[src/rtl/mem_access_ctrl.sv]
// ---------------------------------------------------------------------------
// mem_access_ctrl
//
// Sequencer between the multi-cycle datapath and the unified, byte-addressed,
// big-endian main memory. It arbitrates instruction-fetch and load/store
// requests round-robin. It drives a level-sensitive Address / WriteData /
// MemRead / MemWrite interface with setup and hold margins. Read data is
// captured into Instr (fetch) or DRData (load). Misaligned or out-of-range
// accesses are rejected without touching the memory interface.
//
// Handshake: a requester raises *Req and holds it high, with its address,
// write-enable and store data stable, until its *Done pulses for one cycle.
// *Err is valid only while *Done is high. A Req that is still high in the
// cycle after Done is taken as a new request. A Req dropped mid-access does
// not abort the access, and Done still pulses.
//
// Ports
//   Clk, Reset_n              clock (rising edge), async active-low reset
//   IfReq, IfAddr             fetch request / byte address
//   IfDone, IfErr, Instr      fetch completion pulse, reject flag, instr reg
//   DReq, DWe, DAddr, DWData  data request, 1=store 0=load, address, store data
//   DDone, DErr, DRData       data completion pulse, reject flag, data reg
//   Address, WriteData        memory address / store data (held between accesses)
//   MemRead, MemWrite         memory enables (never both high)
//   MemData                   memory read data
//   dbg_state                 current FSM state, for observation
// ---------------------------------------------------------------------------
module mem_access_ctrl #(
    parameter int MEM_BYTES = 1024,
    parameter int READ_WAIT = 2
) (
    input  logic        Clk,
    input  logic        Reset_n,
    input  logic        IfReq,
    input  logic [31:0] IfAddr,
    output logic        IfDone,
    output logic        IfErr,
    output logic [31:0] Instr,
    input  logic        DReq,
    input  logic        DWe,
    input  logic [31:0] DAddr,
    input  logic [31:0] DWData,
    output logic        DDone,
    output logic        DErr,
    output logic [31:0] DRData,
    output logic [31:0] Address,
    output logic [31:0] WriteData,
    output logic        MemRead,
    output logic        MemWrite,
    input  logic [31:0] MemData,
    output logic [2:0]  dbg_state
);

    typedef enum logic [2:0] {
        S_IDLE  = 3'd0,
        S_SETUP = 3'd1,
        S_READ  = 3'd2,
        S_WRITE = 3'd3,
        S_DONE  = 3'd4
    } state_t;

    localparam int          CW        = (READ_WAIT > 1) ? $clog2(READ_WAIT + 1) : 1;
    localparam logic [CW-1:0] CNT_INIT  = CW'(READ_WAIT - 1);
    localparam logic [31:0] LAST_WORD = 32'(MEM_BYTES - 4);

    state_t        state, state_nxt;
    logic          last_gnt_d;   // 1 = data port was granted last, 0 = fetch
    logic          gnt_d;        // current access belongs to the data port
    logic          gnt_we;       // current access is a store
    logic          err_flag;     // current access was rejected
    logic [CW-1:0] cnt;

    logic          any_req;
    logic          pick_d;
    logic [31:0]   pick_addr;
    logic          legal;

    // Arbitration: a lone requester wins; with both pending, the one that
    // was not granted last wins.
    always_comb begin
        any_req   = IfReq | DReq;
        pick_d    = DReq & (~IfReq | ~last_gnt_d);
        pick_addr = pick_d ? DAddr : IfAddr;
        legal     = (pick_addr[1:0] == 2'b00) && (pick_addr <= LAST_WORD);
    end

    always_comb begin
        state_nxt = state;
        case (state)
            S_IDLE:  if (any_req) state_nxt = legal ? S_SETUP : S_DONE;
            S_SETUP: state_nxt = gnt_we ? S_WRITE : S_READ;
            S_READ:  if (cnt == '0) state_nxt = S_DONE;
            S_WRITE: state_nxt = S_DONE;
            S_DONE:  state_nxt = S_IDLE;
            default: state_nxt = S_IDLE;
        endcase
    end

    // Enables and completion flags are decoded straight from the state
    // register, so an asynchronous reset drops them immediately.
    always_comb begin
        MemRead   = (state == S_READ);
        MemWrite  = (state == S_WRITE);
        IfDone    = (state == S_DONE) & ~gnt_d;
        DDone     = (state == S_DONE) &  gnt_d;
        IfErr     = IfDone & err_flag;
        DErr      = DDone  & err_flag;
        dbg_state = state;
    end

    always_ff @(posedge Clk or negedge Reset_n) begin
        if (!Reset_n) begin
            state      <= S_IDLE;
            last_gnt_d <= 1'b0;
            gnt_d      <= 1'b0;
            gnt_we     <= 1'b0;
            err_flag   <= 1'b0;
            cnt        <= '0;
            Address    <= '0;
            WriteData  <= '0;
            Instr      <= '0;
            DRData     <= '0;
        end else begin
            state <= state_nxt;
            case (state)
                S_IDLE: begin
                    if (any_req) begin
                        gnt_d      <= pick_d;
                        last_gnt_d <= pick_d;
                        gnt_we     <= pick_d & DWe;
                        err_flag   <= ~legal;
                        // Address and store data are loaded on the grant edge.
                        // They are therefore valid for the whole SETUP cycle,
                        // before any enable rises. A rejected access leaves
                        // them untouched.
                        if (legal) begin
                            Address <= pick_addr;
                            if (pick_d && DWe) WriteData <= DWData;
                        end
                    end
                end
                S_SETUP: cnt <= CNT_INIT;
                S_READ: begin
                    if (cnt == '0) begin
                        if (gnt_d) DRData <= MemData;
                        else       Instr  <= MemData;
                    end else begin
                        cnt <= cnt - 1'b1;
                    end
                end
                default: ;
            endcase
        end
    end

endmodule

[config.mk]
export PLATFORM = sky130hd
export DESIGN_NAME = mem_access_ctrl
export DESIGN_NICKNAME = d
export VERILOG_FILES = /design/src/rtl/mem_access_ctrl.sv
export SDC_FILE = /design/constraint.sdc
export NUM_CORES = 1
export LEC_CHECK = 0
export BUFFER_PORTS_ARGS = -buffer_cell sky130_fd_sc_hd__buf_2
export CORE_MARGIN = 8
export CORE_UTILIZATION = 40
export CTS_BUF_LIST = sky130_fd_sc_hd__clkbuf_16
export CTS_CLUSTER_DIAMETER = 150
export DETAILED_ROUTE_END_ITERATION = 6
export PLACE_DENSITY = 0.72
export SETUP_SLACK_MARGIN = 0.5
export SYNTH_ARGS = -nofsm -noshare
export SYNTH_HDL_FRONTEND = slang
export SYNTH_SLANG_ARGS = --single-unit
[constraint.sdc]
create_clock -name Clk -period 1.9 [get_ports Clk]
set_input_delay 0.095 -clock Clk [delete_from_list [all_inputs] [get_ports Clk]]
set_output_delay 0.095 -clock Clk [all_outputs]
set_load 0.01 [all_outputs]
==> flow_summary.toml <==
[synth]
synth_area_um2 = 5280
ys_seq_area_share_pct = 64.4
ys_warn_count = 0
synthArstFlopShare_pct = 100
syn_nets = 479
synth.distinct_cells = 32
synth_edf_count = 0
synth_cells = 345
avgSynthCellArea_um2 = 15.3
synth-main-ff-cell = "dfrtp_1"
synth-seq-cells = 136

[worst_setup_path]
slowest_delay_ns = 0.43
r2r_slack_ns = 0.10
cp_slowest_cell = "dfrtp_2"
worst-endpoint-arrival_ns = 2.09
end_kind = "flop"
path_cells = "buf_6 > nand2b_4 > buf_12 > nor2_4 > nand3_4 > clkbuf_16 > mux2_2"
crit_family = "buffers and inverters"
cp.required_ns = 2.19
critPathKind = "reg -> reg"
path_buf_inv = 3
path_max_fanout = 8
start_kind = "flop"

[sta]
skew_ns = 0.00756
fin_crit_sh_pct = 94.6
hold_violations = 0
relSlewSlack_pct = 72.3
worst_pin_slew_ns = 0.415
finalSetupViolations = 0
rsz0062_at_grt = "yes"
fin_ws_ns = 0.103
max_freq_ghz = 0.556
fin_crit_ns = 1.80
setup_tns_ns = 0
drv_slew = 0

[pwr]
ir_worst_vdd_uv = 610
cellLeakagePower_nw = 4.89
p_per_area_nw_per_um2 = 775

[global_routing]
grtUsageMet2_pct = 36.3
use_met1_pct = 23.2
antenna_found_initial = 0
grt_max_degree = 49
grt_overflow = 0
track_usage_pct = 21.0
grt_pass1_wl_um = 26900
busiest_layer = "met2"
grt_pass1_vias = 5022
grt_util_met3_pct = 6.13

[clocking]
cts_tree = "yes"
clock_path_buffers = 2
clk_pin_slew_ns = 0.06
cts_buffers = 17
htreeDepth = 4
insertion_delay_ns = 0.41
clkSinkCount = 136
cts-root-buf = "clkbuf_16"

[floorplanning]
core_um2 = 13100
initial_utilization_pct = 40.4
fp.dieW_um = 131
die_h_um = 131
pin_count = 270
die_area_um2 = 17100
rows = 42

[routing]
finalWirelength_um = 18500
viasPerCell = 4.76
firstDrtPassIters = 4
drtAntennaViolNets = 0
drt-initial-drc-count = 197
drc = 0
vias = 4432
post_drt_wl_per_cell_um = 19.8

[status]
status = "finished, final reports clean"

[finish]
num-nets-final = 876
n_antenna_cell = 0
final_cell_mix = "261 x buf_2, 135 x dfrtp_1, 68 x dlygate4sd3_1"
fillers = 836
final_layout_size_suffix_gt1_share_pct = 64.6
stdcell_area_um2 = 9230
final_core_util_pct = 70.5
layout_commonest_cell = "buf_2"
fin_cells = 931
syn_to_final_growth_pct = 74.7

[placement]
place_worst_setup_slack_ns = -0.0565
dp_hpwl_um = 11300
dp_cells = 792
dpl_cell_area_um2 = 6970
gp_congestion = 0.773
io_buffers = 269

[flow_run]
maxCapViolations = 0

[min_path]
min_path_type = "in -> reg"
==> area by class of cell <==
cell class,instances,area (µm²),share of cell area [%]
well taps,176,220,2.39
repair buffers,391,2810,30.4
flip-flops and latches,136,3400,36.9
inverters,4,15.0,0.163
multi-input cells,192,2160,23.4
clock buffers,17,425,4.61
clock inverters,15,200,2.17
==> worst reg2reg max path: cells and delay by family, from the launching register on <==
family	cells	cell delay, ns
AND/OR/NAND/NOR	3	0.48
multiplexers	1	0.28
flip-flops	1	0.43
buffers and inverters	3	0.49
==> metal layers <==
metal | vias up | routed length [µm]
met5 | - | 0
met4 | 0 | 544
met3 | 45 | 1280
met2 | 173 | 9520
met1 | 2195 | 7120
li1 | 2019 | -
==> synthesized netlist by cell type, drive strengths merged (2+ instances only) <==
cell type,instances,area (µm²)
dfrtp,136,3400
mux2,112,1280
and2,26,163
buf,11,82.6
nor2,11,41.3
nor4,11,75.1
inv,4,15.0
nand2,4,15.0
nand3,4,25.0
o21ai,4,20.0
nand4,3,18.8
a21oi,2,10.0
a31oi,2,12.5
clkbuf,2,7.51
nand3b,2,15.0
o21a,2,15.0
==> logic make-up (layout without fill, tap and decap cells) <==
kind of cell / Yosys count / after routing / share of synthesized area [%]
compound gates: 12 / 12 / 1.44
fa+ha+maj: 1 / 1 / 0.237
buf+inv: 17 / 427 / 1.99
flops: 136 / 136 / 64.4
mux: 113 / 113 / 24.3
simple gates: 66 / 66 / 7.58
==> timing repair <==
item | CTS | global route
endpoints found under the setup margin | 136 | 141
gates cloned | 7 | 2
pin swaps | 10 | 10
resized for setup | 81 | 49
endpoints found under the hold margin | 177 | 0
setup buffers | 23 | 7
hold buffers | 68 | 0
==> registers in the layout, summed over array words and instances, names as in the netlist <==
| signal | flops |
|---|---|
| Address | 32 |
| DRData | 32 |
| Instr | 32 |
| WriteData | 32 |
| cnt | 2 |
| dbg_state | 3 |
| err_flag | 1 |
| gnt_d | 1 |
| gnt_we | 1 |
==> through the flow <==
stage	hold slack, ns	total power [mW]
floorplan	-0.201	3.18
global placement	0.0335	3.49
detailed placement	0.0359	3.50
CTS	0.0292	7.12
global route	0.0400	7.40
finish	0.0422	7.15
==> power by group <==
group          leakage [nW]  switching [mW]  internal (mW)  total (mW)
logic                  2.77           0.307          0.408       0.715
registers              1.81          0.0316           2.95        2.98
clock network         0.303            1.26           2.20        3.46
total                  4.89            1.60           5.55        7.15
==> final timing paths <==
| kind | startpoint | to | cells past startpoint |
|---|---|---|---|
| worst max-delay path | dbg_state[2]$_DFFE_PN0P_ | DRData[25]$_DFFE_PN0P_ | 7 |
| worst min register to register | Address[23]$_DFFE_PN0P_ | Address[23]$_DFFE_PN0P_ | 1 |
| worst min-delay path | DAddr[3] | Address[3]$_DFFE_PN0P_ | 3 |
| max in group asynchronous | Reset_n | DRData[28]$_DFFE_PN0P_ | 3 |
| worst max register to register | dbg_state[2]$_DFFE_PN0P_ | DRData[25]$_DFFE_PN0P_ | 7 |
| min in group asynchronous | Reset_n | Instr[9]$_DFFE_PN0P_ | 2 |
Power figures use the tool's default switching activity.
